<file path="src/rtl/game_fsm_ctl_if.sv">
// VGA raster position bundle shared by the timing generator and its consumers.
// The timing generator drives the master side; consumers read through slave or in.
interface vga_if;
    logic [10:0] hcount;
    logic [10:0] vcount;

    modport master (output hcount, output vcount);
    modport slave  (input  hcount, input  vcount);
    modport in     (input  hcount, input  vcount);
endinterface

</file>
<file path="src/rtl/game_fsm_ctl.sv">
// Battleship-style game controller: maps the mouse to board cells, runs placement/aim/resolve turns.
// Optional per-turn aim timeout is built only when GAME_CTL_TIMEOUT_EN is defined.
module game_fsm_ctl #(
    parameter int unsigned BOARD_N        = 10,
    parameter int unsigned CELL_PX        = 32,
    parameter int unsigned ORIGIN_X       = 608,
    parameter int unsigned ORIGIN_Y       = 193,
    parameter int unsigned SHIPS          = 10,
    parameter int unsigned HIT_TARGET     = 20,
    parameter int unsigned TIMEOUT_FRAMES = 600,
    localparam int unsigned CW = $clog2(BOARD_N),
    localparam int unsigned SW = $clog2(SHIPS + 1),
    localparam int unsigned HW = $clog2(HIT_TARGET + 1)
) (
    input  logic            clk,
    input  logic            rst,
    vga_if.in               vga_in,
    input  logic            mouse_left,
    input  logic [11:0]     mouse_xpos,
    input  logic [11:0]     mouse_ypos,
    input  logic            start_button,
    input  logic            first_player,
    input  logic [SW-1:0]   ship_count,
    input  logic            opp_done,
    input  logic            opp_win,
    input  logic            answer_valid,
    input  logic            answer_hit,
    output logic [2*CW-1:0] cell_pos,
    output logic            cell_valid,
    output logic            pick_ship,
    output logic            shot_req,
    output logic [2*CW-1:0] shot_pos,
    output logic [HW-1:0]   hit_count,
    output logic            game_over,
    output logic            win,
    output logic            turn_timeout,
    output logic [5:0]      state_led
);

    localparam int unsigned CELL_SH = $clog2(CELL_PX);
    localparam int unsigned X_END   = ORIGIN_X + BOARD_N * CELL_PX;
    localparam int unsigned Y_END   = ORIGIN_Y + BOARD_N * CELL_PX;

    // One-hot encoding so the state register doubles as the LED output.
    typedef enum logic [5:0] {
        IDLE     = 6'b000001,
        PLACE    = 6'b000010,
        WAIT_OPP = 6'b000100,
        AIM      = 6'b001000,
        RESOLVE  = 6'b010000,
        OVER     = 6'b100000
    } state_e;

    state_e          state_q, state_d;
    logic [2*CW-1:0] cell_pos_q;
    logic            cell_valid_q;
    logic            mouse_left_q;
    logic            pick_ship_q, pick_ship_d;
    logic            shot_req_q, shot_req_d;
    logic [2*CW-1:0] shot_pos_q, shot_pos_d;
    logic [HW-1:0]   hit_count_q, hit_count_d;
    logic            game_over_q, game_over_d;
    logic            win_q, win_d;
    logic            turn_timeout_q, turn_timeout_d;

    logic            fs_c;
    logic [11:0]     dx_c, dy_c;
    logic            in_board_c;
    logic [CW-1:0]   col_c, row_c;
    logic            click_c;
    logic            timeout_c;

    assign fs_c = (vga_in.hcount == 11'd0) && (vga_in.vcount == 11'd0);

    // Pixel-to-cell mapping; the range check guarantees the subtraction never wraps.
    assign dx_c       = mouse_xpos - 12'(ORIGIN_X);
    assign dy_c       = mouse_ypos - 12'(ORIGIN_Y);
    assign in_board_c = (mouse_xpos >= 12'(ORIGIN_X)) && (mouse_xpos < 12'(X_END)) &&
                        (mouse_ypos >= 12'(ORIGIN_Y)) && (mouse_ypos < 12'(Y_END));
    assign col_c      = CW'(dx_c >> CELL_SH);
    assign row_c      = CW'(dy_c >> CELL_SH);

    always_ff @(posedge clk or posedge rst) begin
        if (rst) begin
            cell_pos_q   <= '0;
            cell_valid_q <= 1'b0;
        end else if (fs_c) begin
            cell_valid_q <= in_board_c;
            if (in_board_c) begin
                cell_pos_q <= {row_c, col_c};
            end
        end
    end

    always_ff @(posedge clk or posedge rst) begin
        if (rst) begin
            mouse_left_q <= 1'b0;
        end else begin
            mouse_left_q <= mouse_left;
        end
    end

    assign click_c = mouse_left && !mouse_left_q && cell_valid_q;

`ifdef GAME_CTL_TIMEOUT_EN
    localparam int unsigned TW = $clog2(TIMEOUT_FRAMES + 1);

    logic [TW-1:0] frame_cnt_q, frame_cnt_d;

    // Held at zero outside AIM, so every AIM entry starts a fresh count.
    always_comb begin
        frame_cnt_d = '0;
        if (state_q == AIM) begin
            frame_cnt_d = fs_c ? frame_cnt_q + TW'(1) : frame_cnt_q;
        end
    end

    assign timeout_c = (state_q == AIM) && fs_c && (frame_cnt_q == TW'(TIMEOUT_FRAMES - 1));

    always_ff @(posedge clk or posedge rst) begin
        if (rst) begin
            frame_cnt_q <= '0;
        end else begin
            frame_cnt_q <= frame_cnt_d;
        end
    end
`else
    // TIMEOUT_FRAMES is kept on the parameter list so both builds share one interface.
    assign timeout_c = 1'b0 & (TIMEOUT_FRAMES == 0);
`endif

    always_ff @(posedge clk or posedge rst) begin
        if (rst) begin
            state_q <= IDLE;
        end else begin
            state_q <= state_d;
        end
    end

    always_comb begin
        state_d        = state_q;
        pick_ship_d    = 1'b0;
        shot_req_d     = 1'b0;
        shot_pos_d     = shot_pos_q;
        hit_count_d    = hit_count_q;
        win_d          = win_q;
        turn_timeout_d = 1'b0;

        case (state_q)
            IDLE: begin
                if (start_button) begin
                    state_d = PLACE;
                end
            end
            PLACE: begin
                pick_ship_d = click_c;
                if (ship_count == SW'(SHIPS)) begin
                    state_d = first_player ? AIM : WAIT_OPP;
                end
            end
            WAIT_OPP: begin
                if (opp_win) begin
                    state_d = OVER;
                    win_d   = 1'b0;
                end else if (opp_done) begin
                    state_d = AIM;
                end
            end
            AIM: begin
                if (opp_win) begin
                    state_d = OVER;
                    win_d   = 1'b0;
                end else if (click_c) begin
                    shot_pos_d = cell_pos_q;
                    shot_req_d = 1'b1;
                    state_d    = RESOLVE;
                end else if (timeout_c) begin
                    turn_timeout_d = 1'b1;
                    state_d        = WAIT_OPP;
                end
            end
            RESOLVE: begin
                if (answer_valid) begin
                    if (answer_hit) begin
                        if (hit_count_q < HW'(HIT_TARGET)) begin
                            hit_count_d = hit_count_q + HW'(1);
                        end
                        if (hit_count_q >= HW'(HIT_TARGET - 1)) begin
                            state_d = OVER;
                            win_d   = 1'b1;
                        end else begin
                            state_d = AIM;
                        end
                    end else begin
                        state_d = WAIT_OPP;
                    end
                end
            end
            OVER: begin
                state_d = OVER;
            end
            default: begin
                state_d = IDLE;
            end
        endcase

        game_over_d = (state_d == OVER);
    end

    always_ff @(posedge clk or posedge rst) begin
        if (rst) begin
            pick_ship_q    <= 1'b0;
            shot_req_q     <= 1'b0;
            shot_pos_q     <= '0;
            hit_count_q    <= '0;
            game_over_q    <= 1'b0;
            win_q          <= 1'b0;
            turn_timeout_q <= 1'b0;
        end else begin
            pick_ship_q    <= pick_ship_d;
            shot_req_q     <= shot_req_d;
            shot_pos_q     <= shot_pos_d;
            hit_count_q    <= hit_count_d;
            game_over_q    <= game_over_d;
            win_q          <= win_d;
            turn_timeout_q <= turn_timeout_d;
        end
    end

    assign cell_pos     = cell_pos_q;
    assign cell_valid   = cell_valid_q;
    assign pick_ship    = pick_ship_q;
    assign shot_req     = shot_req_q;
    assign shot_pos     = shot_pos_q;
    assign hit_count    = hit_count_q;
    assign game_over    = game_over_q;
    assign win          = win_q;
    assign turn_timeout = turn_timeout_q;
    assign state_led    = 6'(state_q);

endmodule
</file>
<file path="src/flat_wrapper.sv">
// flat-port wrapper written by rule: the top's interface ports become plain ports
module game_fsm_ctl_flat 
#(
    parameter int unsigned BOARD_N        = 10,
    parameter int unsigned CELL_PX        = 32,
    parameter int unsigned ORIGIN_X       = 608,
    parameter int unsigned ORIGIN_Y       = 193,
    parameter int unsigned SHIPS          = 10,
    parameter int unsigned HIT_TARGET     = 20,
    parameter int unsigned TIMEOUT_FRAMES = 600,
    localparam int unsigned CW = $clog2(BOARD_N),
    localparam int unsigned SW = $clog2(SHIPS + 1),
    localparam int unsigned HW = $clog2(HIT_TARGET + 1)
)
  (clk, rst, mouse_left, mouse_xpos, mouse_ypos, start_button, first_player, ship_count, opp_done, opp_win, answer_valid, answer_hit, cell_pos, cell_valid, pick_ship, shot_req, shot_pos, hit_count, game_over, win, turn_timeout, state_led, vga_in_hcount, vga_in_vcount);
  vga_if vga_in_i ();
  input  logic clk;
  input  logic rst;
  input  logic mouse_left;
  input  logic [11:0] mouse_xpos;
  input  logic [11:0] mouse_ypos;
  input  logic start_button;
  input  logic first_player;
  input  logic [SW-1:0] ship_count;
  input  logic opp_done;
  input  logic opp_win;
  input  logic answer_valid;
  input  logic answer_hit;
  output logic [2*CW-1:0] cell_pos;
  output logic cell_valid;
  output logic pick_ship;
  output logic shot_req;
  output logic [2*CW-1:0] shot_pos;
  output logic [HW-1:0] hit_count;
  output logic game_over;
  output logic win;
  output logic turn_timeout;
  output logic [5:0] state_led;
  input wire logic [$bits(vga_in_i.hcount)-1:0] vga_in_hcount;
  input wire logic [$bits(vga_in_i.vcount)-1:0] vga_in_vcount;
  assign vga_in_i.hcount = vga_in_hcount;
  assign vga_in_i.vcount = vga_in_vcount;
  game_fsm_ctl #(.BOARD_N(BOARD_N), .CELL_PX(CELL_PX), .ORIGIN_X(ORIGIN_X), .ORIGIN_Y(ORIGIN_Y), .SHIPS(SHIPS), .HIT_TARGET(HIT_TARGET), .TIMEOUT_FRAMES(TIMEOUT_FRAMES)) u_core (.clk(clk), .rst(rst), .vga_in(vga_in_i), .mouse_left(mouse_left), .mouse_xpos(mouse_xpos), .mouse_ypos(mouse_ypos), .start_button(start_button), .first_player(first_player), .ship_count(ship_count), .opp_done(opp_done), .opp_win(opp_win), .answer_valid(answer_valid), .answer_hit(answer_hit), .cell_pos(cell_pos), .cell_valid(cell_valid), .pick_ship(pick_ship), .shot_req(shot_req), .shot_pos(shot_pos), .hit_count(hit_count), .game_over(game_over), .win(win), .turn_timeout(turn_timeout), .state_led(state_led));
endmodule
</file>
<file path="config.mk">
export PLATFORM = sky130hd
export DESIGN_NAME = game_fsm_ctl_flat
export DESIGN_NICKNAME = d
export VERILOG_FILES = /design/src/rtl/game_fsm_ctl_if.sv /design/src/rtl/game_fsm_ctl.sv /design/src/flat_wrapper.sv
export SDC_FILE = /design/constraint.sdc
export NUM_CORES = 1
export LEC_CHECK = 0
export ABC_AREA = 0
export CORE_MARGIN = 5
export CORE_UTILIZATION = 42
export CTS_CLUSTER_SIZE = 8
export DETAILED_ROUTE_END_ITERATION = 6
export GPL_TIMING_DRIVEN = 0
export HOLD_SLACK_MARGIN = 0.02
export PLACE_DENSITY = 0.85
export SLEW_MARGIN = 20
export SYNTH_ARGS = -nofsm -noshare
export SYNTH_HDL_FRONTEND = slang
export SYNTH_SLANG_ARGS = --single-unit
</file>
<file path="constraint.sdc">
create_clock -name clk -period 3.9 [get_ports clk]
set_clock_uncertainty 0.2 [all_clocks]
set_input_delay 0.78 -clock clk [delete_from_list [all_inputs] [get_ports clk]]
set_output_delay 0.78 -clock clk [all_outputs]
set_load 0.01 [all_outputs]
</file>
# Yosys cells after proc, flatten, opt, wreduce, memory -nomap -nowiden
# Index checks and enable logic that the tools add are counted.
totals:
  regBits: 33
  inputBits: 59
  word_cells: 67
classes:
  add_sub_neg: 3
  order_cmp: 6
  eq_ne: 12
  muxes: 20
  n_bitwise: 1
  n_reduce_logical: 15
op_table:
  columns: ["operator", "n"]
  rows:
  - ["6-bit 2-to-1 mux", 9]
  - ["6-bit one-hot mux with 6 select lines", 1]
  - ["12-bit by 10-bit < comparator with 1-bit output, second input constant", 2]
  - ["11-bit zero test", 2]
  - ["6-bit equality test, second input constant", 2]
  - ["12-bit by 10-bit greater-or-equal comparator with 1-bit output, second input constant", 1]
  - ["12-bit by 8-bit greater-or-equal comparator with 1-bit output, second input constant", 1]
  - ["9-bit by 7-bit subtractor with 9-bit output, second input constant", 1]
  - ["9-bit by 8-bit subtractor with 9-bit output, second input constant", 1]
  - ["1-bit 2-to-1 mux", 8]
  - ["6-bit by 1-bit equality test with 1-bit output, second input constant", 1]
  - ["6-bit by 2-bit equality test with 1-bit output, second input constant", 1]
  - ["6-bit by 3-bit equality test with 1-bit output, second input constant", 1]
  - ["6-bit by 4-bit equality test with 1-bit output, second input constant", 1]
  - ["6-bit by 5-bit equality test with 1-bit output, second input constant", 1]
  - ["1-bit logical AND", 6]
  - ["5-bit by 1-bit adder with 5-bit output, second input constant", 1]
  - ["5-bit greater-or-equal comparator, second input constant", 1]
  - ["5-bit < comparator, second input constant", 1]
  - ["5-bit AND reduction", 1]
  - ["4-bit equality test, second input constant", 1]
  - ["4-bit 2-to-1 mux", 1]
  - ["2-bit by 1-bit != test with 1-bit output, second input constant", 2]
  - ["2-bit != test, second input constant", 2]
  - ["other kinds (8)", 8]

# Depth between registers and ports, before layout
# Gate-level depths: netlist (run 1).
depth:
  ltp_word: 7
  ltp_mapped: 6
  depth_no_buf: 6

# Worst setup path after synthesis (run 1)
# Ideal clock, no wire load.
synth_path:
  path_type: "input-to-reg"
  startpoint: "in mouse_ypos[1]"
  endpoint: "reg u_core.cell_pos_q[1], in the netlist u_core.cell_pos[1]"
  arrival_ns: 2.625
  setup_slack_ns: 0.951
  cell_stages: 6
  n_path_buf: 1
  path_cell_list: "or4_1 or3_1 buf_2 and3_4 o2111ai_4 mux2_2"
synth_via:
  elab_chain_len: 4
  word_cells_on_any_way: 5
  cone_classes: "order compare (2); reduce/logical (3)"
synth_lines:
  columns: ["item", "line", "source"]
  rows:
  - ["from (decl)", "flat_wrapper.sv:21", "input logic [11:0] mouse_ypos;"]
  - ["12-bit by 8-bit greater-or-equal comparator with 1-bit output", "game_fsm_ctl.sv:79", "(mouse_ypos >= 12'(ORIGIN_Y)) && (mouse_ypos < 12'(Y_END));"]
  - ["1-bit logical AND", "game_fsm_ctl.sv:78", "assign in_board_c = (mouse_xpos >= 12'(ORIGIN_X)) && (mouse_xpos < 12'(X_END)) &&"]
  - ["1-bit logical AND *", "game_fsm_ctl.sv:79", null]
  - ["2-bit AND reduction (no source line) *", null, null]
  - ["to (signal assigned)", "game_fsm_ctl.sv:90", "cell_pos_q <= {row_c, col_c};"]
  - ["to (decl)", "game_fsm_ctl.sv:55", "logic [2*CW-1:0] cell_pos_q;"]
# Mark *: on every way between the ends. The rest lies on a longest branch, timed or not.
# A chain may end at the register's enable or synchronous reset.

# Worst setup path after layout (run 1)
layout_path:
  startpoint: "in mouse_xpos[5]"
  endpoint: "reg u_core.cell_pos_q[4], in the netlist u_core.cell_pos[4]"
layout_via:
  elab_chain_len: 5
  word_cells_on_any_way: 6
  cone_classes: "order compare (2); reduce/logical (4)"
layout_lines:
  columns: ["item", "line", "source"]
  rows:
  - ["from (decl)", "flat_wrapper.sv:20", "input logic [11:0] mouse_xpos;"]
  - ["12-bit by 10-bit greater-or-equal comparator with 1-bit output or 12-bit by 10-bit < comparator with 1-bit output (tied branches)", "game_fsm_ctl.sv:78", null]
  - ["1-bit logical AND * (2 in a row)", "game_fsm_ctl.sv:78", null]
  - ["1-bit logical AND *", "game_fsm_ctl.sv:79", null]
  - ["2-bit AND reduction (no source line) *", null, null]
# Marked as above.

==> flow_summary.ini, run 1 <==
[yosys]
syn-cell-area_um2 = 1720
synth_fp_nets = 213
yosysSeqAreaShare_pct = 48.2
ys_types = 48
synth_edf_count = 0
synthTopCellsByArea = dfrtp_1, mux2_2, o21ai_0, nor4_1, xnor2_1
yosys.area.top_type = dfrtp_1
synthFlopType = dfrtp_1
synth_cells = 152
syn_avg_cell_area_um2 = 11.3
yosys_register_bits = 33
synthArstFlopShare_pct = 100
ys_warn_count = 0
synth_top_area_share_pct = 46.7

[die]
die-area_um2 = 5460
ios = 92
start_util_pct = 43.2
die_h_um = 73.9
coreArea_um2 = 3970
dieWidth_um = 73.9
row_count = 23

[layout]
fin_util_pct = 70.0
multi_input_area_um2 = 835
nFillCells = 297
antennaDiodeCount = 0
regArea_um2 = 827
area_growth_pct = 62.1
drive_above_1_share_pct = 14.0
fin_nets = 310

[timing]
finalSetupTns_ns = 0
setup_viol = 0
layout_min_cycle_time_ns = 3.24
drv_slew = 0
max_freq_mhz = 309
worst_slew_pin_slew_ns = 0.833
rsz0062_at_grt = no
finalHoldViolCount = 0
whs_ns = 0.304
finalCritPeriodShare_pct = 83.0
slew-limit-headroom_pct = 44.1

[route]
vias_per_cell = 5.22
wl_mm = 4.21
ant_nets = 0
first_pass_iters = 4
drtIter0Drc = 65
drt-wirelength-per-cell_um = 14.0
vias = 1566
drc = 0

[clock_tree]
postCtsHoldBufs = 0
cts_made_buffers = 5
cts-root-buf = clkbuf_8
cts.path.max_buffers = 2
tritoncts = done
insertion_delay_ns = 0.28
htreeDepth = 2
cts_resized = 0
post_cts.repair.setup_buffers = 0
clock_sinks = 33
clk_pin_slew_ns = 0.06

[setup_path]
end_kind = register
critPathRequiredTime_ns = 3.86
timing.rr.end = u_core.shot_pos[2]$_DFFE_PP0P_
path_class = input port to register
crit-reg2reg-launch = u_core.state_led[1]$_DFF_PP0_
arrival_ns = 3.20
regToRegSetupSlack_ns = 1.29
reg2regPathDepth = 5
cp-start-kind = input port
cp_max_fo = 9

[global_routing]
grt_usage_pct = 16.4
grt_pass1_vias = 1639
grt_start_max_net_pins = 34
grt_pass1_wl_mm = 6.87
antenna_found_initial = 0
grt_overflow_total = 0

[power]
power_density_nw_per_um2 = 302
report.power.total_uw = 841
p_leak_uw = 0.00122
ir_drop_mv = 0.146

[placement]
dp_hpwl_mm = 3.40
gp_congestion = 0.780
port_buffers = 90

[min_path]
whs_endpoint = u_core.shot_pos[6]$_DFFE_PP0P_
holdCritPathClass = register to register
hold_depth = 1
min-delay-start = u_core.shot_pos[6]$_DFFE_PP0P_

[outcome]
status = finished, final reports clean

[flow_run]
max_cap_viol_count = 0
==> area by class of cell <==
type | instances | share of cell area [%]
tap | 50 | 2.25
timing repair buffer | 90 | 32.4
buffer | 7 | 1.13
clock buffer | 7 | 3.47
clock inverter | 1 | 0.180
sequential | 33 | 29.7
inverter | 6 | 0.810
multi-input combinational | 106 | 30.0
==> placed cells by master, fill, tap and decap left out, types with 2 or more instances in the layout <==
master,instances
clkbuf_1,5
inv_1,5
clkdlybuf4s50_1,90
nand2_1,9
o2bb2ai_1,2
nor4_1,7
a21oi_1,4
clkbuf_8,7
xnor2_1,5
nand3b_1,2
a21o_1,2
nor2_1,6
ha_1,2
o21ai_0,9
nand4_1,3
or4_1,3
dfrtp_1,32
mux2_2,15
nand2b_1,2
xor2_1,5
mux2i_1,2
o32ai_1,3
==> Yosys cell counts (2+ instances only) <==
| cell | count |
|---|---|
| dfrtp_1 | 32 |
| mux2_2 | 15 |
| nand2_1 | 9 |
| o21ai_0 | 9 |
| nor4_1 | 7 |
| inv_1 | 6 |
| nor2_1 | 6 |
| clkbuf_1 | 5 |
| xnor2_1 | 5 |
| xor2_1 | 5 |
| a21oi_1 | 4 |
| nand4_1 | 3 |
| o32ai_1 | 3 |
| or4_1 | 3 |
| a21o_1 | 2 |
| ha_1 | 2 |
| mux2i_1 | 2 |
| nand2b_1 | 2 |
| nand3b_1 | 2 |
| o2bb2ai_1 | 2 |
==> critical path, stage by stage <==
cell	delay (ns)
clkdlybuf4s50_1	0.56
ha_1	0.22
or4b_2	0.59
o31ai_1	0.19
and4b_1	0.26
o2111ai_4	0.23
mux2_4	0.37
==> state kept, by name, indices dropped and copies added, names as in the netlist <==
| signal | cells |
|---|---|
| u_core.cell_pos | 8 |
| u_core.cell_valid | 1 |
| u_core.game_over | 1 |
| u_core.hit_count | 5 |
| u_core.mouse_left_q | 1 |
| u_core.pick_ship | 1 |
| u_core.shot_pos | 8 |
| u_core.shot_req | 1 |
| u_core.state_led | 6 |
| u_core.win | 1 |
==> cell families after synthesis <==
| group | Yosys count | synth area share (%) |
|---|---|---|
| AND/OR/NAND/NOR | 45 | 16.0 |
| flip-flops | 33 | 48.2 |
| AO/OA/AOI/OAI | 30 | 14.0 |
| multiplexers | 18 | 11.9 |
| buffers and inverters | 13 | 3.14 |
| XOR/XNOR | 10 | 5.11 |
| adder cells (fa/ha/maj) | 2 | 1.46 |
| other | 1 | 0.219 |
==> stage by stage <==
stage | std cells | instance area, um2 | worst slack (ns)
2_1_floorplan | 152 | 1720 | 0.951
3_3_place_gp | 292 | 2680 | 0.369
3_5_place_dp | 292 | 2680 | 0.366
4_1_cts | 300 | 2780 | 0.661
5_1_grt | 300 | 2780 | 0.531
6_report | 300 | 2780 | 0.665
==> power by group <==
part	internal [uW]	switching [uW]	leakage, uW
Combinational	108	87.3	0.000720
Clock	159	123	0.0000542
Sequential	358	5.33	0.000444
Total	626	215	0.00122
==> worst max-delay path by stage <==
stage | endpoint | start | depth (start not counted) | slack [ns]
5_1_grt | u_core.cell_pos[4]$_DFFE_PP0P_ | mouse_xpos[5] | 7 | 0.53
3_5_place_dp | u_core.cell_pos[4]$_DFFE_PP0P_ | vga_in_hcount[4] | 5 | 0.37
3_3_place_gp | u_core.cell_pos[4]$_DFFE_PP0P_ | mouse_xpos[5] | 7 | 0.37
6_report | u_core.cell_pos[4]$_DFFE_PP0P_ | mouse_xpos[5] | 7 | 0.66
2_1_floorplan | u_core.cell_pos[1]$_DFFE_PP0P_ | mouse_ypos[1] | 6 | 0.95
4_1_cts | u_core.cell_pos[4]$_DFFE_PP0P_ | mouse_xpos[5] | 7 | 0.66
==> metal layers <==
| metal | share of wire (%) | GRT usage [%] | vias up |
|---|---|---|---|
| li1 | - | - | 760 |
| met1 | 37 | 16.9 | 737 |
| met2 | 53 | 30.7 | 64 |
| met3 | 8.8 | 5.47 | 5 |
| met4 | 1.0 | 5.43 | 0 |
| met5 | 0 | 0 | - |
Power figures use the tool's default switching activity.
==> run 2: changes to the inputs <==
Settings changed: CORE_UTILIZATION 42 to 35, PLACE_DENSITY 0.85 to 0.76.
Clock period 3.9 ns to 2.8 ns, I/O delays scaled along.
==> run 2 against run 1 <==
Worst hold slack worse by 0.0097 ns. Wire length rose by 4.6%. Largest cell class unchanged. Largest power group unchanged. Sequential cell count did not move. Core utilization down 10 points. Clock-buffer cell count fell by 1. Sequential power grew 39%. Via count up 0.83%.
==> flow_summary.ini, run 2 (same netlist as run 1, synthesis figures left out) <==
[outcome]
status = finished, final reports clean

[placement]
port_buffers = 90
dp_hpwl_mm = 3.42
gp_congestion = 0.809
dp_slack_ns = -0.535

[clock_tree]
clk_pin_slew_ns = 0.07
cts_made_buffers = 5
cts.path.max_buffers = 2
cts-root-buf = clkbuf_8
clock_sinks = 33
htreeDepth = 2
tritoncts = done
insertion_delay_ns = 0.28

[timing]
worst_slew_pin_slew_ns = 0.720
fin_ws_ns = 0.0638
slew-limit-headroom_pct = 51.3
max_freq_mhz = 365
finalCritPeriodShare_pct = 97.7
rsz0062_at_grt = no
finalHoldViolCount = 0
whs_ns = 0.295
layout_min_cycle_time_ns = 2.74
drv_slew = 0
setup_viol = 0

[min_path]
min-delay-start = u_core.win$_DFFE_PP0P_
holdCritPathClass = register to register

[setup_path]
crit-reg2reg-launch = u_core.state_led[1]$_DFF_PP0_
crit_chain = dlygate4sd2_1, ha_2, or4b_2, o31ai_2, and4b_2, o2111ai_4, mux2_4
startpoint = mouse_xpos[5]
critPathRequiredTime_ns = 2.77
cpPeakStageDelay_ns = 0.60
cp-start-kind = input port
cp_max_fo = 5
arrival_ns = 2.71
end_kind = register
path_class = input port to register
crit_path_top_delay_cell = or4b_2

[global_routing]
grt_use_met2_pct = 26.0
grt_start_max_net_pins = 34
grt_overflow_total = 0
grt_pass1_vias = 1630
use_met3_pct = 5.64
antenna_found_initial = 0
grt_pass1_wl_mm = 7.34
grt_usage_pct = 14.8
grtUsageMet1_pct = 16.3
top_usage_layer = met2

[die]
coreArea_um2 = 4750
die-area_um2 = 6400
row_count = 25
dieWidth_um = 80.0
start_util_pct = 36.1
ios = 92
die_h_um = 80.0

[power]
netSwitchingPower_uw = 301
swShare_pct = 26.9
power.share.clock_pct = 30.4
power.internal_uw = 819
power_density_nw_per_um2 = 394
p_comb_share_pct = 24.5
p_seq_share_pct = 45.1
ir_drop_mv = 0.190
p_leak_uw = 0.00124

[route]
vias = 1579
drtIter0Drc = 33
ant_nets = 0
drc = 0
drt-wirelength-per-cell_um = 13.8
wl_mm = 4.40
vias_per_cell = 4.95
first_pass_iters = 4

[layout]
nFillCells = 424
final_cell_mix = clkdlybuf4s50_1, dfrtp_1, mux2_2, o21ai_0, nand2_1
final_common_cell = clkdlybuf4s50_1
regArea_um2 = 827
antennaDiodeCount = 0
fin_nets = 312
drive_above_1_share_pct = 16.3
multi_input_area_um2 = 891
fin_util_pct = 59.8
area_growth_pct = 65.8

[flow_run]
max_cap_viol_count = 0
==> run 2: metrics by stage <==
| step | area, um2 | std cells | power (uW) | setup TNS (ns) |
|---|---|---|---|---|
| 5_1_grt | 2840 | 319 | 1190 | 0 |
| 3_5_place_dp | 2700 | 309 | 787 | -4.27 |
| 2_1_floorplan | 1720 | 152 | 645 | 0 |
| 6_report | 2840 | 319 | 1120 | 0 |
| 4_1_cts | 2830 | 319 | 1140 | 0 |
| 3_3_place_gp | 2700 | 309 | 783 | -4.30 |
==> run 2: area by class of cell <==
type,count,area share (%)
Timing Repair Buffer,91,31.6
Clock inverter,2,0.352
Clock buffer,6,2.55
Tap cell,67,2.95
Inverter,6,0.792
Multi-Input combinational cell,107,31.3
Sequential cell,33,29.1
Buffer,7,1.32
==> run 2: worst paths after layout <==
path                                                  end  cells past startpoint  slack (ns)
max in group asynchronous          u_core.win$_DFFE_PP0P_                      2        1.46
min reg2reg                        u_core.win$_DFFE_PP0P_                      2        0.29
max                        u_core.cell_pos[4]$_DFFE_PP0P_                      7        0.06
min in group asynchronous  u_core.shot_pos[5]$_DFFE_PP0P_                      2        0.50
max reg2reg                u_core.shot_pos[3]$_DFFE_PP0P_                      5        0.39
min                                u_core.win$_DFFE_PP0P_                      2        0.29
==> run 2: repair_timing <==
item	in CTS	in global routing
buffers inserted	1	0
gates cloned	1	0
hold buffers	0	0
setup endpoints to repair	8	15
pin swaps	5	3
resized for setup	17	2
==> run 2: per-layer routing <==
| layer | routed length, um | share of wire, % | vias up |
|---|---|---|---|
| li1 | - | - | 769 |
| met3 | 397 | 9.0 | 6 |
| met4 | 64 | 1.5 | 0 |
| met5 | 0 | 0 | - |
| met2 | 2210 | 50 | 59 |
| met1 | 1730 | 39 | 745 |
==> run 2: critical path: cells and delay by family <==
| kind | cells | cell delay [ns] |
|---|---|---|
| buf+inv | 1 | 0.28 |
| mux | 1 | 0.35 |
| fa+ha+maj | 1 | 0.22 |
| simple gates | 2 | 0.92 |
| compound gates | 2 | 0.38 |
==> run 2: power groups by stage <==
stage / logic (uW) / clock network, uW / registers [uW]
after floorplan: 121 / 0 / 524
after global placement: 268 / 0 / 515
after detailed placement: 272 / 0 / 515
after CTS: 275 / 356 / 506
after global routing: 304 / 382 / 507
final: 274 / 341 / 506
==> run 3: changes to the inputs <==
Settings changed: GPL_TIMING_DRIVEN 0 to 1.
==> run 3 against run 2 <==
Core utilization grew 1.7 points. Global-route usage is 0.21 points lower. Worst hold slack better by 0.0025 ns. Worst setup slack improved by 0.0073 ns. Largest power group unchanged. Final cell count up 1.3%. Fmax is 0.27% higher. Sequential share of layout area shrank 0.78 points.
==> flow_summary.ini, run 3 (same netlist as run 1, synthesis figures left out) <==
[outcome]
status = finished, final reports clean

[route]
drt-wirelength-per-cell_um = 13.7
drc = 0
vias = 1593
wl_mm = 4.44
first_pass_iters = 4
ant_nets = 0
drtIter0Drc = 30
vias_per_cell = 4.93

[power]
power.share.clock_pct = 36.9
p_comb_share_pct = 19.9
power_density_nw_per_um2 = 424
ir_drop_mv = 0.231
p_seq_share_pct = 43.2
swShare_pct = 24.0
netSwitchingPower_uw = 297
p_leak_uw = 0.00131
power.internal_uw = 941
report.power.total_uw = 1240

[min_path]
min-delay-start = u_core.win$_DFFE_PP0P_
holdCritPathClass = register to register
whs_endpoint = u_core.win$_DFFE_PP0P_
hold_depth = 2

[setup_path]
timing.rr.end = u_core.shot_pos[4]$_DFFE_PP0P_
arrival_ns = 2.69
crit-reg2reg-launch = u_core.state_led[1]$_DFF_PP0_
end_kind = register
path_class = input port to register
regToRegSetupSlack_ns = 0.54
critPathRequiredTime_ns = 2.77
cp_max_fo = 4
cp-start-kind = input port
reg2regPathDepth = 5

[die]
start_util_pct = 36.1
die-area_um2 = 6400
coreArea_um2 = 4750
ios = 92
die_h_um = 80.0
dieWidth_um = 80.0
row_count = 25

[clock_tree]
cts_made_buffers = 5
tritoncts = done
clk_pin_slew_ns = 0.07
clock_sinks = 33
htreeDepth = 2
cts-root-buf = clkbuf_8
cts.path.max_buffers = 2
insertion_delay_ns = 0.28

[layout]
area_growth_pct = 70.4
antennaDiodeCount = 0
final_cell_mix = clkdlybuf4s50_1, dfrtp_1, mux2_2, buf_4
final_cells = 323
nFillCells = 427
final_cell_area_um2 = 2920
final_common_cell = clkdlybuf4s50_1
drive_above_1_share_pct = 18.8
fin_nets = 316

[timing]
rsz0062_at_grt = no
layout_min_cycle_time_ns = 2.73
setup_viol = 0
finalSetupTns_ns = 0
finalHoldViolCount = 0
finalCritPeriodShare_pct = 97.5
drv_slew = 0
fin_ws_ns = 0.0711
max_freq_mhz = 366
worst_slew_pin_slew_ns = 0.559
slew-limit-headroom_pct = 62.7

[placement]
place_area_um2 = 2760
port_buffers = 90
gp_congestion = 0.851
placedCellCount = 313
dp_slack_ns = -0.415
dp_hpwl_mm = 3.58

[flow_run]
max_cap_viol_count = 0

[global_routing]
grt_start_max_net_pins = 21
grt_overflow_total = 0
grt_pass1_wl_mm = 7.33
grt_usage_pct = 14.6
grt_pass1_vias = 1597
antenna_found_initial = 0
## run 3: cell count changes in the layout (fill, tap and decap cells not counted), moves of 2 or more
cell	delta
clkdlybuf4s15_1	-2
buf_4	+9
dlymetal6s2s_1	+4
clkinv_2	-2
clkbuf_1	-5
## run 3: final cells by class
type / instances / area [um2] / area share (%)
Clock inverter: 1 / 30.0 / 1.03
Sequential cell: 33 / 827 / 28.3
Clock buffer: 7 / 86.3 / 2.95
Timing Repair Buffer: 102 / 1010 / 34.6
Tap cell: 67 / 83.8 / 2.87
Multi-Input combinational cell: 107 / 862 / 29.5
Inverter: 6 / 22.5 / 0.771
## run 3: what timing repair did
item                       CTS  global route
buffers inserted             1             0
setup endpoints to repair    8             8
resized for setup            5             5
pin swaps                    3             4
gates cloned                 1             0
hold buffers                 0             0
## run 3: through the flow
step / utilization (%) / hold slack (ns)
after global routing: 61.5 / 0.329
after floorplan: - / 0.309
after detailed placement: 58.1 / 0.276
after global placement: 58.1 / 0.270
after CTS: 61.2 / 0.291
final: 61.5 / 0.297
## run 3: power by group through the flow
stage	Combinational, uW	Sequential [uW]	Clock, uW
2_1_floorplan	121	524	0
3_3_place_gp	241	544	0
3_5_place_dp	247	544	0
4_1_cts	250	534	467
5_1_grt	274	541	487
6_report	246	535	457
## run 3: per-layer routing
metal | part of all wire (%) | global-route usage (%) | up-vias | wire [um]
met1 | 40 | 17.2 | 744 | 1770
met4 | 1.2 | 4.05 | 0 | 55
met2 | 50 | 24.9 | 69 | 2200
met3 | 9.3 | 5.42 | 6 | 414
li1 | - | - | 774 | -
met5 | 0 | 0 | - | 0
## run 3: how the worst max path moves through the flow
stage | from | endpoint | slack [ns] | cells past startpoint
floorplan | mouse_ypos[1] | u_core.cell_pos[1]$_DFFE_PP0P_ | 0.07 | 6
CTS | mouse_ypos[1] | u_core.cell_pos[2]$_DFFE_PP0P_ | 0.01 | 6
global placement | mouse_ypos[1] | u_core.cell_pos[5]$_DFFE_PP0P_ | -0.34 | 6
detailed placement | mouse_xpos[6] | u_core.cell_pos[4]$_DFFE_PP0P_ | -0.41 | 7
finish | mouse_xpos[0] | u_core.cell_pos[7]$_DFFE_PP0P_ | 0.07 | 6
global route | mouse_xpos[0] | u_core.cell_pos[6]$_DFFE_PP0P_ | 0.0009 | 6
## run 3: critical path, cell delays in order
cell             delay (ns)
clkdlybuf4s50_1        0.40
or4b_2                 0.67
o31ai_1                0.23
and4b_2                0.30
o2111ai_2              0.21
mux2_2                 0.33
